**src/rtl/path_delay_probe.sv**
```systemverilog
// path_delay_probe: launch/capture controller for a chained inverter delay path.
// Toggles path_input, counts cycles until the synchronized chain output shows the
// expected level, accumulates 2^LOG2_SAMPLES launches and returns sum/average on a
// valid/ready handshake.
// Optional per-measurement min/max trackers: define PATH_PROBE_MINMAX_EN.
module path_delay_probe #(
    parameter int unsigned CNT_W        = 12,
    parameter int unsigned LOG2_SAMPLES = 3,
    parameter int unsigned TIMEOUT      = 4000,
    parameter int unsigned SYNC_STAGES  = 2,
    parameter int unsigned SETTLE       = 8,
    parameter int unsigned INVERT       = 0
) (
    input  logic                          clk,
    input  logic                          rst_n,
    input  logic                          start,
    output logic                          busy,
    output logic                          path_input,
    input  logic                          path_result,
    output logic [CNT_W-1:0]              result_avg,
    output logic [CNT_W+LOG2_SAMPLES-1:0] result_sum,
    output logic                          result_timeout,
`ifdef PATH_PROBE_MINMAX_EN
    output logic [CNT_W-1:0]              result_min,
    output logic [CNT_W-1:0]              result_max,
`endif
    output logic                          result_valid,
    input  logic                          result_ready
);

    localparam int unsigned SUM_W   = CNT_W + LOG2_SAMPLES;
    localparam int unsigned IX_W    = (LOG2_SAMPLES > 0) ? LOG2_SAMPLES : 1;
    localparam int unsigned LAST_IX = (1 << LOG2_SAMPLES) - 1;
    localparam int unsigned SET_W   = (SETTLE > 1) ? $clog2(SETTLE) : 1;
    localparam logic        INV_BIT = (INVERT != 0);

    typedef enum logic [2:0] {
        ST_IDLE,
        ST_LAUNCH,
        ST_WAIT,
        ST_SETTLE,
        ST_DONE
    } state_t;

    state_t                 state;
    logic [SYNC_STAGES-1:0] sync_q;
    logic [CNT_W-1:0]       cnt;
    logic [SET_W-1:0]       settle_cnt;
    logic [IX_W-1:0]        idx;
    logic [SUM_W-1:0]       acc;
    logic                   to_flag;

    logic                   rsync_c;
    logic                   match_c;
    logic                   timeout_c;
    logic [CNT_W-1:0]       count_c;
    logic [CNT_W-1:0]       sample_c;

    // Chain output is asynchronous; only the last synchronizer stage is used.
    always_ff @(posedge clk or negedge rst_n) begin
        if (!rst_n) begin
            sync_q <= '0;
        end else begin
            sync_q <= {sync_q[SYNC_STAGES-2:0], path_result};
        end
    end

    // Count seen this cycle (includes the current WAIT cycle); timeout loses to a match.
    always_comb begin
        rsync_c   = sync_q[SYNC_STAGES-1];
        match_c   = (rsync_c == (path_input ^ INV_BIT));
        timeout_c = (cnt == CNT_W'(TIMEOUT - 1));
        count_c   = cnt + 1'b1;
        sample_c  = match_c ? count_c : CNT_W'(TIMEOUT);
    end

    // Measurement sequencer with registered outputs.
    always_ff @(posedge clk or negedge rst_n) begin
        if (!rst_n) begin
            state          <= ST_IDLE;
            busy           <= 1'b0;
            path_input     <= 1'b0;
            cnt            <= '0;
            settle_cnt     <= '0;
            idx            <= '0;
            acc            <= '0;
            to_flag        <= 1'b0;
            result_avg     <= '0;
            result_sum     <= '0;
            result_timeout <= 1'b0;
            result_valid   <= 1'b0;
`ifdef PATH_PROBE_MINMAX_EN
            result_min     <= '0;
            result_max     <= '0;
`endif
        end else begin
            unique case (state)
                ST_IDLE: begin
                    if (start) begin
                        acc     <= '0;
                        idx     <= '0;
                        to_flag <= 1'b0;
`ifdef PATH_PROBE_MINMAX_EN
                        result_min <= '1;
                        result_max <= '0;
`endif
                        busy    <= 1'b1;
                        state   <= ST_LAUNCH;
                    end
                end
                ST_LAUNCH: begin
                    path_input <= ~path_input;
                    cnt        <= '0;
                    state      <= ST_WAIT;
                end
                ST_WAIT: begin
                    cnt <= count_c;
                    if (match_c || timeout_c) begin
                        acc <= acc + SUM_W'(sample_c);
                        if (!match_c) begin
                            to_flag <= 1'b1;
                        end
`ifdef PATH_PROBE_MINMAX_EN
                        if (sample_c < result_min) begin
                            result_min <= sample_c;
                        end
                        if (sample_c > result_max) begin
                            result_max <= sample_c;
                        end
`endif
                        settle_cnt <= '0;
                        state      <= ST_SETTLE;
                    end
                end
                ST_SETTLE: begin
                    if (settle_cnt == SET_W'(SETTLE - 1)) begin
                        if (idx == IX_W'(LAST_IX)) begin
                            result_sum     <= acc;
                            result_avg     <= CNT_W'(acc >> LOG2_SAMPLES);
                            result_timeout <= to_flag;
                            result_valid   <= 1'b1;
                            busy           <= 1'b0;
                            state          <= ST_DONE;
                        end else begin
                            idx   <= idx + 1'b1;
                            state <= ST_LAUNCH;
                        end
                    end else begin
                        settle_cnt <= settle_cnt + 1'b1;
                    end
                end
                ST_DONE: begin
                    if (result_ready) begin
                        result_valid <= 1'b0;
                        state        <= ST_IDLE;
                    end
                end
                default: begin
                    state <= ST_IDLE;
                    busy  <= 1'b0;
                end
            endcase
        end
    end

endmodule

```
**config.mk**
```make
export PLATFORM = sky130hd
export DESIGN_NAME = path_delay_probe
export DESIGN_NICKNAME = d
export VERILOG_FILES = /design/src/rtl/path_delay_probe.sv
export SDC_FILE = /design/constraint.sdc
export NUM_CORES = 1
export LEC_CHECK = 0
export CORE_UTILIZATION = 30
export CTS_CLUSTER_SIZE = 40
export DETAILED_ROUTE_END_ITERATION = 10
export DONT_BUFFER_PORTS = 1
export GPL_TIMING_DRIVEN = 0
export SLEW_MARGIN = 20
export SYNTH_ARGS = -nofsm -noshare
export SYNTH_HDL_FRONTEND = slang
export SYNTH_SLANG_ARGS = --single-unit
```
**constraint.sdc**
```tcl
create_clock -name clk -period 3.5 [get_ports clk]
set_input_delay 0.7 -clock clk [delete_from_list [all_inputs] [get_ports clk]]
set_output_delay 0.7 -clock clk [all_outputs]
set_load 0.05 [all_outputs]
```
---- After elaboration in Yosys (flattened, before gate mapping) ----
Cells that the tools add are included.
word-level totals
  register bits ........................... 70
  output and inout bits ................... 31
  word-level logic and storage cells ...... 81
cells by class
  add/sub/neg operators ................... 4
  eq/ne operators ......................... 16
  muxes and demuxes ....................... 30
  bitwise gates (word level) .............. 2
  reductions and logical operators ........ 16
operators with widths
  cell                                                                    number
  15-bit two-way mux                                                      2
  3-bit two-way mux                                                       10
  15-bit case mux with 2 select lines                                     1
  12-bit case mux with 2 select lines                                     1
  4-bit AND reduction                                                     5
  2-bit inequality test (second input constant)                           8
  15-bit by 12-bit adder with 15-bit output                               1
  3-bit case mux with 5 select lines                                      1
  12-bit by 1-bit adder with 12-bit output (second input constant)        1
  12-bit equality test (second input constant)                            1
  12-bit two-way mux                                                      1
  3-bit case mux with 2 select lines                                      2
  2-bit nonzero test                                                      5
  3-bit equality test (second input constant)                             3
  1-bit two-way mux                                                       9
  3-bit AND reduction                                                     3
  3-bit by 1-bit adder with 3-bit output (second input constant)          2
  3-bit by 2-bit equality test with 1-bit output (second input constant)  2
  1-bit case mux with 2 select lines                                      2
  3-bit by 1-bit equality test with 1-bit output (second input constant)  1
  3-bit logical NOT                                                       1
  1-bit case mux with 3 select lines                                      1
  3-bit OR reduction                                                      1
  1-bit NOT                                                               2
  2 further kinds                                                         2

---- Depth between registers and ports, before layout ----
Gate-level depths: netlist of run 1.
  word-level depth ........................ 5
  gate-level depth with buffers ........... 12
  mapped depth without buffers ............ 11

---- Worst setup path before layout of run 1 ----
Ideal clock, no wire load.
  kind .................................... register to register
  start point ............................. register path_input
  end point ............................... register acc[8]
  setup time .............................. 129 ps
  arrival time ............................ 2899 ps
  data required time ...................... 3371 ps
  path slack .............................. 473 ps
  cell stages (with the launch flop) ...... 10
  buffers on the path ..................... 0
  clock period less this slack ............ 3027 ps
  cells stage by stage .................... dfrtp_1 -> xor2_1 -> nor2_1 -> ha_1 -> fa_1 -> a211oi_1 -> o21bai_1 -> a2111oi_0 -> or4_1 -> nand3_1
between the ends
  longest elaborated chain between the ends .. 5
  elaborated cells between the ends (all ways) .. 8
ends and longest elaborated chain
  element                                    RTL line  RTL
  start: declaration                         18        output logic path_input,
  start signal: assignment                   112       path_input <= ~path_input;
  1-bit equality test (*)                    71        match_c = (rsync_c == (path_input ^ INV_BIT));
  12-bit two-way mux                         74        sample_c = match_c ? count_c : CNT_W'(TIMEOUT);
  15-bit by 12-bit adder with 15-bit output  119       acc <= acc + SUM_W'(sample_c);
  15-bit two-way mux                         118       if (match_c || timeout_c) begin
  15-bit case mux with 2 select lines        97        unique case (state)
  end signal: assignment                     119
  end: declaration                           50        logic [SUM_W-1:0] acc;
Mark *: on every way between the ends. The rest lies on a longest branch, timed or not. The select of a mux whose other input is x is not followed.
A chain may end at the register's enable or synchronous reset.

---- Worst setup path in the final report of run 1 ----
  start point ............................. register cnt[2]
  end point ............................... register acc[14]
between the ends
  longest elaborated chain between the ends .. 5
  elaborated cells between the ends (all ways) .. 9
ends and longest elaborated chain
  element                                    RTL line  RTL
  start: declaration                         47        logic [CNT_W-1:0] cnt;
  start signal: assignment                   117       cnt <= count_c;
  12-bit by 1-bit adder with 12-bit output   73        count_c = cnt + 1'b1;
  12-bit two-way mux                         74
  15-bit by 12-bit adder with 15-bit output  119
  15-bit two-way mux                         118
  15-bit case mux with 2 select lines        97
Parallel ways exist; a longest one is shown, timed or not. The select of a mux whose other input is x is not followed.

==> results of run 1 <==
-- timing repair --
action / 4_1_cts / 5_1_grt
pin swaps: 0 / 0
hold buffers: 0 / 0
endpoints found under the setup margin: 1 / 3
resized for setup: 1 / 3
-- state kept, by name, indices dropped and copies added, names as in the netlist --
| name | cells |
|---|---|
| to_flag | 1 |
| settle_cnt | 3 |
| sync_q | 2 |
| result_avg | 12 |
| cnt | 12 |
| state | 3 |
| result_timeout | 1 |
| result_valid | 1 |
| result_sum | 3 |
| busy | 1 |
| path_input | 1 |
| acc | 15 |
| idx | 3 |
-- kinds of logic (layout without fill, tap and decap cells) --
group,Yosys count,after routing,synth area share
xor+xnor,20,20,0.05311
simple gates,127,127,0.1826
flops,58,58,0.4220
buf+inv,28,44,0.04656
compound gates,91,91,0.1724
mux,17,17,0.05566
fa+ha+maj,18,18,0.06766
-- cell usage after synthesis, drive strengths merged, types with 2 or more instances --
| master | count | area, sq um |
|---|---|---|
| nand4 | 3 | 25.02 |
| inv | 2 | 7.510 |
| nand2 | 41 | 153.9 |
| a21o | 7 | 52.55 |
| nor3 | 6 | 30.03 |
| nand2b | 4 | 25.02 |
| a21boi | 4 | 30.03 |
| a211oi | 6 | 45.04 |
| and3 | 3 | 18.77 |
| dfrtp | 58 | 1451 |
| or3 | 2 | 12.51 |
| mux2 | 17 | 191.4 |
| nor4 | 2 | 27.53 |
| nand3 | 26 | 130.1 |
| nor3b | 2 | 15.01 |
| a21oi | 13 | 65.06 |
| buf | 15 | 111.4 |
| o211ai | 4 | 30.03 |
| clkbuf | 11 | 41.29 |
| o21bai | 2 | 15.01 |
| a31o | 2 | 17.52 |
| o31ai | 7 | 52.55 |
| a22o | 3 | 26.28 |
| xnor2 | 8 | 77.58 |
| ha | 17 | 212.7 |
| a2bb2oi | 3 | 26.28 |
| or4 | 2 | 15.01 |
| nor2 | 26 | 100.1 |
| and2 | 2 | 12.51 |
| xor2 | 12 | 105.1 |
| o21ai | 30 | 153.9 |
| a31oi | 3 | 18.77 |
| nor2b | 2 | 12.51 |
-- layout make-up --
type	instances	area (sq um)	share of cell area
inverter	2	7.507	0.001899
clock buffer	11	242.7	0.06139
multi-input combinational	273	1846	0.4668
tap	140	175.2	0.04430
buffer	26	152.6	0.03861
sequential	58	1453	0.3674
clock inverter	5	77.57	0.01962
-- through the flow --
step | utilization | area (sq um) | cells | setup WS, ps | hold WS [ps]
floorplan | - | 3440 | 359 | 472.6 | 331.2
global placement | 0.3291 | 3615 | 499 | 41.70 | 336.9
detailed placement | 0.3291 | 3615 | 499 | 13.66 | 348.4
CTS | 0.3590 | 3943 | 515 | 104.9 | 49.69
global route | 0.3600 | 3954 | 515 | 12.77 | 46.20
finish | 0.3600 | 3954 | 515 | 325.8 | 61.82
-- how the worst max path moves through the flow --
stage | endpoint | slack [ps] | depth (start not counted)
after global placement | acc[8]$_DFFE_PN0P_ | 40 | 9
after global routing | acc[14]$_DFFE_PN0P_ | 10 | 11
after CTS | acc[14]$_DFFE_PN0P_ | 100 | 11
final | acc[14]$_DFFE_PN0P_ | 330 | 11
after detailed placement | acc[8]$_DFFE_PN0P_ | 10 | 9
after floorplan | acc[8]$_DFFE_PN0P_ | 470 | 9
-- layer usage --
layer,global-route usage,vias up,share of wire
met5,0,-,0
met4,0.07336,0,0.022
li1,-,1326,-
met3,0.04543,12,0.051
met1,0.1956,1319,0.47
met2,0.2233,61,0.45
-- power by group --
group	switching [W]	internal, W
Combinational	0.000830	0.000559
Sequential	0.000207	0.000836
Clock	0.000308	0.000639
Total	0.00134	0.00203
-- worst max-delay path: stages, from the launching register on --
cell	delay, ps
dfrtp_1	450
nand3_1	280
nor3_2	420
nand3_1	160
xor2_1	160
nand2_1	90
ha_1	390
nand3_1	210
nor2_1	200
a211oi_2	130
or4b_1	520
nand3_1	100
==> metrics.md, run 1 <==
| Metric | Value |
|---|---|
| Status | completed |
| Final setup skew | 11.28 ps |
| Sink Count | 58 |
| Die ar. | 0.01190 sq mm |
| # IOs | 36 |
| Post-CTS Setup Bufs | 0 |
| Setup TNS | 0 ps |
| Antenna Nets Post-Route | 0 |
| Maximum clock insertion buffer count | 2 |
| Most frequent cells in the layout | 57 x dfrtp_1, 41 x nand2_1, 29 x o21ai_0 |
| Horiz. Die Dim | 109.1 microns |
| Root Buffer | clkbuf_16 |
| Initial antenna violation count | 0 |
| Worst r2r dst | acc[14]$_DFFE_PN0P_ |
| Ys Warns | 0 |
| Hold WC Path Type | primary input to asynchronous set/reset pin |
| Routed WL | 7736 microns |
| Max Cap Viol | 0 |
| Share of flip-flops with an asynchronous set or reset | 1.000 |
| CP startpoint | cnt[2]$_DFFE_PN0N_ |
| Mapped Cells | 359 |
| Part of the cycle the worst path needs | 0.9069 |
| Pleak | 1.748 nW |
| CTS tree | yes |
| Largest net degree at the start of global routing | 59 |
| Share of cells above drive strength 1 | 0.1573 |
| CTS H-tree lvls | 3 |
| Final #Nets | 393 |
| Congestion Overflow GR | 0 |
| Cell Rows | 38 |
| Synth Area per Inst | 9.581 sq um |
| Post-synth cell types | 54 |
| CP endpoint kind | flop |
| Max Freq | 315.0 MHz |
| Crit path DAT | 3430 ps |
| WL/cell | 15.02 microns |
| #FFs+latches synth | 58 |
| # DRC | 0 |
| Rel. slew slack | 0.6553 |
| Reg2Reg Depth | 11 |
| Power density cells | 854.4 mW/mm^2 |
| Mapped cell area | 0.003440 sq mm |
| Crit-path max FO | 7 |
| Initial DRC Count | 116 |
| Min cycle time layout | 3174 ps |
| Crit path kind | flop to flop |
| RSZ-0062 raised after global routing | false |
| Gr usage total | 0.1497 |
| First-pass GRT wire length | 13430 microns |
| Sequential area share after synthesis | 0.4220 |
| Syn_nets | 382 |
| Final setup fails | 0 |
| Startpoint types | flop |
| Slew @ Worst Pin | 504.1 ps |
| GP Congestion | 0.8666 |
| Synthesis-to-finish area growth | 14.95% |
| EDFF count, synth | 0 |
| Critical Path RT | 3760 ps |
| Core ar. | 0.01098 sq mm |
| Vias per cell | 5.278 |
| VDD IR max | 0.3356 mV |
| Post-DP HPWL | 5396 microns |
| Die height | 109.1 microns |
| Num CTS Buffers | 9 |
| Filler cell count | 1081 |
| DRT Pass-1 Iters | 4 |
| Slew Limit Fails | 0 |
| Clock Latency Late Sink | 330 ps |
| Most common cell after layout, fill and taps aside | dfrtp_1 |
| Synth Flop Type | dfrtp_1 |
| Vias after detailed routing | 2718 |
| Power, Total | 0.003378 W |
| Hold Violations, Final | 0 |
| Reg2reg start | cnt[2]$_DFFE_PN0N_ |
| Initial Util | 0.3132 |
| ANT cells | 0 |
| Port bufs | 0 |
| Vias in the first global route | 2740 |
| Clock slew at reported path FFs | 60 ps |
| R2R Setup Slk | 330 ps |
Power figures use the tool's default switching activity.
==> inputs of run 2 (changes only) <==
- CORE_UTILIZATION: 30 -> 60
- PLACE_DENSITY: not set -> 0.76
==> metrics.md, run 2 (synthesis results as in run 1) <==
| Metric | Value |
|---|---|
| Psw | 0.001312 W |
| Crit-path max FO | 7 |
| Most flops, register | acc |
| Hold Violations, Final | 0 |
| Largest net degree at the start of global routing | 59 |
| WL/cell | 16.55 microns |
| CTS H-tree lvls | 3 |
| Clock slew at reported path FFs | 60 ps |
| Setup TNS | 0 ps |
| Worst setup margin | 232.7 ps |
| Final setup fails | 0 |
| Die ar. | 0.006040 sq mm |
| Initial Util | 0.6246 |
| CP startpoint | cnt[2]$_DFFE_PN0N_ |
| Min cycle time layout | 3267 ps |
| Port bufs | 0 |
| Final Cell Area | 0.003756 sq mm |
| Power density cells | 814.6 mW/mm^2 |
| Slew @ Worst Pin | 565.5 ps |
| Max Cap Viol | 0 |
| Most frequent cells in the layout | 57 x dfrtp_1, 41 x nand2_1, 29 x o21ai_0 |
| Crit path kind | flop to flop |
| Switching Share | 0.4287 |
| Post-CTS sizing | 1 |
| Share of cells above drive strength 1 | 0.1573 |
| Initial antenna violation count | 0 |
| Slowest-stage cell, CP | or4b_1 |
| Critical Path RT | 3780 ps |
| Final setup skew | 4.645 ps |
| Combinational share of power | 0.458 |
| Reg2Reg Depth | 11 |
| CP Capture Point | acc[14]$_DFFE_PN0P_ |
| Initial DRC Count | 152 |
| Antenna Nets Post-Route | 0 |
| DRT Pass-1 Iters | 5 |
| Crit path top cell by count | nand3_1 |
| Sink Count | 58 |
| Clock Latency Late Sink | 350 ps |
| Pleak | 1.714 nW |
| Worst r2r dst | acc[14]$_DFFE_PN0P_ |
| Top Family by Delay on Critical Path | simple AND/OR/NAND/NOR gates |
| Congestion Overflow GR | 0 |
| Max FFs per register | 15 |
| Crit path DAT | 3550 ps |
| Placed Area | 0.003530 sq mm |
| Core ar. | 0.005507 sq mm |
| Slew Limit Fails | 0 |
| Reg2reg start | cnt[2]$_DFFE_PN0N_ |
| Hold_buf cts | 0 |
| Cell Rows | 27 |
| Num CTS Buffers | 9 |
| Root Buffer | clkbuf_8 |
| WP depth | 11 |
| Status | completed |
| VDD IR max | 0.3984 mV |
| Most common cell after layout, fill and taps aside | dfrtp_1 |
| Post-DP HPWL | 5115 microns |
| Final #Nets | 393 |
| Part of the cycle the worst path needs | 0.9335 |
| GP Congestion | 0.9136 |
| Post-CTS Setup Bufs | 0 |
| Fraction of power consumed by sequential logic | 0.340 |
| ANT cells | 0 |
| Regs by FF count | acc x15, cnt x12, result_avg x12 |
| Max Freq | 306.1 MHz |
| Gr usage total | 0.2687 |
| # IOs | 36 |
| Maximum clock insertion buffer count | 2 |
| Clock Power Share | 0.202 |
| Vias in the first global route | 2759 |
| Hold WC Path Type | primary input to asynchronous set/reset pin |
| Routed WL | 7398 microns |
| Horiz. Die Dim | 77.72 microns |
| CP bufs+invs | 0 |
| Vias after detailed routing | 2719 |
| Post-Place Worst Slack | 9.725 ps |
| Crit path largest cell delay | 530 ps |
| R2R Setup Slk | 230 ps |
| Cell internal pwr | 0.001748 W |
| Rel. slew slack | 0.6195 |
| Synthesis-to-finish area growth | 9.203% |
| Startpoint types | flop |
| # DRC | 0 |
| Die height | 77.72 microns |
| First-pass GRT wire length | 12510 microns |
| CTS tree | yes |
| CP Cell Sequence | nand3_1 > nor3_4 > nand3_1 > xor2_1 > nand2_1 > ha_1 > nand3_1 > nor2_1 > a211oi_2 > or4b_1 > nand3_1 |
| Vias per cell | 6.083 |
| CP endpoint kind | flop |
## run 2: routing by layer
layer / routed length, microns / global-route usage
met2: 3542 / 0.4319
met4: 186 / 0.1660
met5: 0 / 0
met1: 3241 / 0.3349
met3: 427 / 0.04941
## run 2: worst reg2reg max path: cells and delay by family, from the launching register on
family          cells  cell delay, ps
compound gates      1             130
xor+xnor            1             160
fa+ha+maj           1             410
flops               1             480
simple gates        8            2030
## run 2: cell type report
type                    count  area [sq um]
flip-flops and latches     58          1453
plain buffers              26         152.6
well taps                  72         90.09
inverters                   2         7.507
multi-input cells         273          1852
clock inverters             1         5.005
clock buffers              15         196.4
fillers                   475          1750
## run 2: stage by stage
step | hold slack [ps] | instances | power, W | utilization
3_3_place_gp | 335.5 | 431 | 0.002361 | 0.6410
4_1_cts | 35.73 | 447 | 0.003042 | 0.6778
5_1_grt | 39.61 | 447 | 0.003302 | 0.6821
2_1_floorplan | 331.2 | 359 | 0.002100 | -
6_report | 41.70 | 447 | 0.003060 | 0.6821
3_5_place_dp | 340.3 | 431 | 0.002400 | 0.6410
## run 2: how the worst min path moves through the flow
| stage | from | endpoint | slack [ps] | cells after the start |
|---|---|---|---|---|
| final | rst_n | result_avg[1]$_DFFE_PN0P_ | 40 | 0 |
| after global routing | rst_n | result_avg[1]$_DFFE_PN0P_ | 40 | 0 |
| after CTS | rst_n | cnt[8]$_DFFE_PN0N_ | 40 | 0 |
| after detailed placement | sync_q[0]$_DFF_PN0_ | sync_q[1]$_DFF_PN0_ | 340 | 0 |
| after global placement | sync_q[0]$_DFF_PN0_ | sync_q[1]$_DFF_PN0_ | 340 | 0 |
| after floorplan | sync_q[0]$_DFF_PN0_ | sync_q[1]$_DFF_PN0_ | 330 | 0 |
## run 2: power groups by stage
stage,sequential (W),clock [W],combinational [W]
4_1_cts,0.00104,0.000625,0.00138
2_1_floorplan,0.00100,0,0.00110
5_1_grt,0.00107,0.000644,0.00159
6_report,0.00104,0.000619,0.00140
3_5_place_dp,0.00105,0,0.00135
3_3_place_gp,0.00104,0,0.00133
